**config.mk**
```make
export PLATFORM = sky130hd
export DESIGN_NAME = clk_div_gen
export DESIGN_NICKNAME = d
export VERILOG_FILES = /design/src/rtl/clk_div_gen.sv
export SDC_FILE = /design/constraint.sdc
export NUM_CORES = 1
export LEC_CHECK = 0
export CAP_MARGIN = 10
export CORE_ASPECT_RATIO = 0.7
export CORE_MARGIN = 2
export CORE_UTILIZATION = 56
export DETAILED_ROUTE_END_ITERATION = 6
export GPL_ROUTABILITY_DRIVEN = 0
export GPL_TIMING_DRIVEN = 0
export PLACE_DENSITY = 0.76
export SYNTH_ARGS = -nofsm -noshare
export SYNTH_HDL_FRONTEND = slang
export SYNTH_SLANG_ARGS = --single-unit
export TNS_END_PERCENT = 1
```
**constraint.sdc**
```tcl
create_clock -name clk -period 4.6 [get_ports clk]
set_input_delay 0.46 -clock clk [delete_from_list [all_inputs] [get_ports clk]]
set_output_delay 0.46 -clock clk [all_outputs]
set_load 0.03 [all_outputs]
```
**src/rtl/clk_div_gen.sv**
```systemverilog
// Multi-channel clock divider: each channel produces a registered divided clock
// level and a start-of-period tick, with reconfiguration deferred to a period boundary.
module clk_div_gen #(
    parameter int NUM_CH = 4,
    parameter int CNT_W  = 16,
    parameter int CH_W   = (NUM_CH > 1) ? $clog2(NUM_CH) : 1
) (
    input  logic              clk,
    input  logic              rst,
    input  logic              cfg_valid,
    output logic              cfg_ready,
    input  logic [CH_W-1:0]   cfg_ch,
    input  logic [CNT_W-1:0]  cfg_period,
    input  logic [CNT_W-1:0]  cfg_high,
    input  logic [CNT_W-1:0]  cfg_phase,
    output logic              cfg_err,
    input  logic [NUM_CH-1:0] ch_en,
    output logic [NUM_CH-1:0] clk_out,
    output logic [NUM_CH-1:0] tick
);

    logic [CNT_W-1:0] period_q   [NUM_CH];
    logic [CNT_W-1:0] period_d   [NUM_CH];
    logic [CNT_W-1:0] high_q     [NUM_CH];
    logic [CNT_W-1:0] high_d     [NUM_CH];
    logic [CNT_W-1:0] phase_q    [NUM_CH];
    logic [CNT_W-1:0] phase_d    [NUM_CH];
    logic [CNT_W-1:0] cnt_q      [NUM_CH];
    logic [CNT_W-1:0] cnt_d      [NUM_CH];
    logic [CNT_W-1:0] shPeriod_q [NUM_CH];
    logic [CNT_W-1:0] shPeriod_d [NUM_CH];
    logic [CNT_W-1:0] shHigh_q   [NUM_CH];
    logic [CNT_W-1:0] shHigh_d   [NUM_CH];
    logic [CNT_W-1:0] shPhase_q  [NUM_CH];
    logic [CNT_W-1:0] shPhase_d  [NUM_CH];
    logic [CNT_W-1:0] highEff    [NUM_CH];

    logic [NUM_CH-1:0] en_q, en_d;
    logic [NUM_CH-1:0] pending_q, pending_d;
    logic [NUM_CH-1:0] clkOut_q, clkOut_d;
    logic [NUM_CH-1:0] tick_q, tick_d;
    logic [NUM_CH-1:0] chSel, wrEn, wrapHit, applyEn;

    logic cfgErr_q, cfgErr_d;
    logic cfgLegal, cfgAccept, cfgReady;

    assign cfgLegal = (cfg_period >= CNT_W'(2)) && (cfg_high != '0) &&
                      (cfg_high < cfg_period) && (cfg_phase < cfg_period);

    // Out-of-range channel numbers are accepted and dropped so the port never stalls.
    always_comb begin
        chSel    = '0;
        cfgReady = 1'b1;
        for (int i = 0; i < NUM_CH; i++) begin
            if (cfg_ch == CH_W'(i)) begin
                chSel[i] = 1'b1;
                cfgReady = !pending_q[i];
            end
        end
    end

    assign cfgAccept = cfg_valid && cfgReady;
    assign cfgErr_d  = cfgAccept && !cfgLegal;
    assign cfg_ready = cfgReady;
    assign cfg_err   = cfgErr_q;
    assign clk_out   = clkOut_q;
    assign tick      = tick_q;

    always_comb begin
        wrEn    = '0;
        wrapHit = '0;
        applyEn = '0;
        en_d      = en_q;
        pending_d = pending_q;
        clkOut_d  = clkOut_q;
        tick_d    = tick_q;
        for (int i = 0; i < NUM_CH; i++) begin
            period_d[i]   = period_q[i];
            high_d[i]     = high_q[i];
            phase_d[i]    = phase_q[i];
            cnt_d[i]      = cnt_q[i];
            shPeriod_d[i] = shPeriod_q[i];
            shHigh_d[i]   = shHigh_q[i];
            shPhase_d[i]  = shPhase_q[i];
            highEff[i]    = high_q[i];

            wrEn[i]    = cfgAccept && cfgLegal && chSel[i];
            wrapHit[i] = en_q[i] && (cnt_q[i] == period_q[i] - CNT_W'(1));
            // A stopped channel has no boundary to wait for, so it takes the shadow at once.
            applyEn[i] = pending_q[i] && (!ch_en[i] || wrapHit[i]);

            if (applyEn[i]) begin
                period_d[i]  = shPeriod_q[i];
                high_d[i]    = shHigh_q[i];
                phase_d[i]   = shPhase_q[i];
                highEff[i]   = shHigh_q[i];
                pending_d[i] = 1'b0;
            end
            if (wrEn[i]) begin
                shPeriod_d[i] = cfg_period;
                shHigh_d[i]   = cfg_high;
                shPhase_d[i]  = cfg_phase;
                pending_d[i]  = 1'b1;
            end

            if (ch_en[i]) begin
                en_d[i] = 1'b1;
                if (!en_q[i]) begin
                    cnt_d[i] = phase_q[i];
                end else if (wrapHit[i]) begin
                    cnt_d[i] = '0;
                end else begin
                    cnt_d[i] = cnt_q[i] + CNT_W'(1);
                end
                clkOut_d[i] = (cnt_d[i] < highEff[i]);
                tick_d[i]   = (cnt_d[i] == '0);
            end else begin
                en_d[i]     = 1'b0;
                cnt_d[i]    = '0;
                clkOut_d[i] = 1'b0;
                tick_d[i]   = 1'b0;
            end
        end
    end

    always_ff @(posedge clk) begin
        if (rst) begin
            en_q      <= '0;
            pending_q <= '0;
            clkOut_q  <= '0;
            tick_q    <= '0;
            cfgErr_q  <= 1'b0;
            for (int i = 0; i < NUM_CH; i++) begin
                period_q[i]   <= CNT_W'(2);
                high_q[i]     <= CNT_W'(1);
                phase_q[i]    <= '0;
                cnt_q[i]      <= '0;
                shPeriod_q[i] <= CNT_W'(2);
                shHigh_q[i]   <= CNT_W'(1);
                shPhase_q[i]  <= '0;
            end
        end else begin
            en_q      <= en_d;
            pending_q <= pending_d;
            clkOut_q  <= clkOut_d;
            tick_q    <= tick_d;
            cfgErr_q  <= cfgErr_d;
            for (int i = 0; i < NUM_CH; i++) begin
                period_q[i]   <= period_d[i];
                high_q[i]     <= high_d[i];
                phase_q[i]    <= phase_d[i];
                cnt_q[i]      <= cnt_d[i];
                shPeriod_q[i] <= shPeriod_d[i];
                shHigh_q[i]   <= shHigh_d[i];
                shPhase_q[i]  <= shPhase_d[i];
            end
        end
    end

endmodule

```
==> impl_metrics.toml <==
[status]
outcome = "finished clean"

[timing]
fmax_ghz = 0.222
post-route-period-util_pct = 98.0
setup_ws_ns = 0.0901
final_setup_violating_endpoints = 0
period_needed_ns = 4.51
worst_slew_margin_rel_pct = 36.9
finalHoldViolCount = 0
setup_tns_after_final_layout_ns = 0
slew_viol_final = 0
rsz0062_at_grt = "true"
fin_worst_skew_ns = 0.0240
worstMarginPinSlew_ns = 0.946

[yosys]
synthesis.yosys.warnings = 0
muxShareOfSynthArea_pct = 16.6
post_synth_fa_ha_maj_area_fraction_pct = 5.39
synth-main-ff-cell = "dfxtp_1"
ys_types = 80
share_of_the_synthesized_area_in_compound_gates_ao_oa_aoi_oai_pct = 7.85
synth-async-reset-ratio_pct = 0
synthXorXnorAreaFrac_pct = 5.24
yosysSeqAreaShare_pct = 41.0
syn_area_um2 = 22700
synth_top_family_by_area = "simple AND/OR/NAND/NOR gates"
syn_inst = 2484
count_of_flip_flops_with_a_built_in_enable_after_synthesis = 0
ys_ff_latch = 465
synthSimpleGateAreaFrac_pct = 19.5
postSynthNetCount = 2639
mean_cell_area_of_the_mapped_netlist_um2 = 9.15
ys_top_cells_by_area = "dfxtp_1 (41%), mux2i_1 (16%), nor2_1 (7.5%), ha_1 (5.4%), xnor2_1 (3.5%)"
synth_largest_area_cell = "dfxtp_1"
synth_top_area_share_pct = 41.0

[worst_setup_path]
critical_path_peak_fanout = 9
worst_path_bufs_invs = 3
slowest_stage = "or4_4"
setup.worst_path.start_class = "flip-flop"
worst_path_largest_cell_delay_ns = 0.54
worst_ep_arrival_time_ns = 4.95
crit_path_end_kind = "flip-flop"
worstPathCellList = "or4_4 > buf_6 > or4_1 > o211a_1 > a211o_1 > a22oi_2 > a41oi_2 > nor2b_1 > buf_4 > buf_12 > mux2i_4 > ha_1 > a21o_1 > a21o_1 > a21oi_1 > o21ai_1 > nand3_1 > nand2_1 > o41ai_2"
cp_common_cell = "a21o_1"
path_class = "reg2reg"
timing.critical_path.required_ns = 5.04
critical_path.top_delay_family = "compound AO/OA/AOI/OAI gates"

[cells_and_area]
antenna_cells = 0
layout.cells.most_common_list = "dfxtp_1 (457), nor2_1 (456), mux2i_1 (367)"
post_route_cells_drive_above_1_share_pct = 8.38
final_nets = 2774
mostFrequentLayoutCell = "dfxtp_1"
stdcell_count = 3185
area_growth_from_synthesis_to_layout_pct = 15.0
final_design_area_no_fill_um2 = 26100

[detailed_routing]
routed-wl-met3_mm = 6.95
final_antenna_net_count = 0
drtIter0Drc = 2024
wirelength_met1_mm = 29.4
vias = 19300
drc = 0
postRouteWirelength_mm = 68.5
dr.max_layer_used = "met4"
drt_pass1_iterations = 6
via_per_inst = 6.06
met2RoutedLength_mm = 29.5
drt-wirelength-per-cell_um = 21.5

[grt]
wire_length_of_the_first_global_routing_pass_mm = 103
maximum_number_of_pins_on_one_net_before_global_route_repair = 15
grt_antenna_before_repair = 1
grt_remaining_overflow = 0
grt_pass1_vias = 18400
grt.total_usage_pct = 31.0

[hold_path]
worst_hold_path_type = "reg2reg"

[placed_design]
detailedPlacementHpwl_mm = 49.4
port_buffers = 66
dp.cells = 3085
place_area_um2 = 24100
dp_slack_ns = -0.841

[run]
drv.max_cap_violation_count = 0

[clock_network]
cts_stage_hold_buffer_count = 0
cts_num_sinks = 465
insertion_delay_ns = 0.57
cts_buf_count = 44
register_clock_pin_slew_on_the_reported_worst_setup_and_hold_paths_ns = 0.07
htreeDepth = 2
cts-root-to-sink-buffers = 3
tritoncts_clock_tree = "built"
cts_root_buf = "clkbuf_16"

[pwr]
powerDensity_nw_per_um2 = 322
max-vdd-ir-drop_mv = 0.283
power_leakage_uw = 0.0114

[die]
design.portCount = 67
die_area_um2 = 42200
core_area_um2 = 39800
die_w_um = 245
rows = 61
floorplan.die.height_um = 173
initial_core_util_pct = 57.1
## worst register-to-register path, delay by kind of cell, from the launching register on
family	cells	cell delay, ns
mux	1	0.23
compound gates	9	1.79
simple gates	5	1.35
flops	1	0.36
buf+inv	3	0.42
fa+ha+maj	1	0.27
## repair_timing
| action | 4_1_cts | 5_1_grt |
|---|---|---|
| gates resized for setup | 49 | 68 |
| endpoints found under the setup margin | 4 | 4 |
| buffers inserted | 11 | 18 |
| gates cloned | 0 | 0 |
| pin swaps | 9 | 22 |
## final timing paths
kind / slack [ns] / startpoint / depth (start not counted) / endpoint
min reg2reg: 0.47 / shPeriod_q[2][1] / 1 / shPeriod_q[2][1]
min: 0.47 / shPeriod_q[2][1] / 1 / shPeriod_q[2][1]
max: 0.09 / period_q[1][0] / 19 / clk_out[1]
max reg2reg: 0.09 / period_q[1][0] / 19 / clk_out[1]
## layout make-up
type / instances / area [um^2]
clock buffers: 66 / 1310
flip-flops and latches: 465 / 9320
clock inverters: 11 / 148
repair buffers: 95 / 895
inverters: 90 / 338
plain buffers: 140 / 718
multi-input cells: 1783 / 12700
well taps: 535 / 669
fillers: 3179 / 13700
## synthesized netlist by cell type (17+ instances only)
| cell | instances |
|---|---|
| nand3_1 | 81 |
| inv_1 | 89 |
| clkbuf_1 | 105 |
| ha_1 | 98 |
| nor2b_1 | 38 |
| nand2_1 | 63 |
| nand2b_1 | 20 |
| nor3_1 | 35 |
| a21oi_1 | 45 |
| nand4_1 | 41 |
| o21ai_0 | 69 |
| mux2i_1 | 373 |
| xor2_1 | 46 |
| dfxtp_1 | 465 |
| a31oi_1 | 17 |
| or4_1 | 17 |
| buf_2 | 19 |
| a21o_1 | 19 |
| nor4_1 | 28 |
| and3_1 | 23 |
| xnor2_1 | 90 |
| nor2_1 | 457 |
| and2_1 | 48 |
## cells by family after synthesis
family / after synthesis
compound gates: 260
xor+xnor: 136
fa+ha+maj: 98
buf+inv: 236
flops: 465
mux: 376
simple gates: 913
## power breakdown
part	switching, uW	internal (uW)	total (uW)
registers	32.1	4070	4110
logic	383	207	590
clock network	1580	2130	3710
## state kept, by name, summed over array words and instances (netlist names)
name	cells
tick	4
shPhase_q	64
cnt_q	64
phase_q	64
en_q	4
pending_q	4
shPeriod_q	64
cfg_err	1
high_q	64
period_q	64
clk_out	4
shHigh_q	64
## metrics by stage
step / utilization (%) / hold slack, ns / total power [uW]
2_1_floorplan: - / 0.435 / 4490
3_3_place_gp: 60.4 / 0.449 / 4730
5_1_grt: 65.6 / 0.498 / 8620
6_report: 65.6 / 0.475 / 8400
4_1_cts: 64.6 / 0.473 / 8400
3_5_place_dp: 60.4 / 0.458 / 4740
## layer usage
layer | global-route usage [%] | vias to the layer above
li1 | - | 8926
met1 | 43.5 | 9261
met2 | 47.1 | 939
met3 | 6.25 | 177
met4 | 11.5 | 0
met5 | 0 | -
Power figures use the tool's default switching activity.
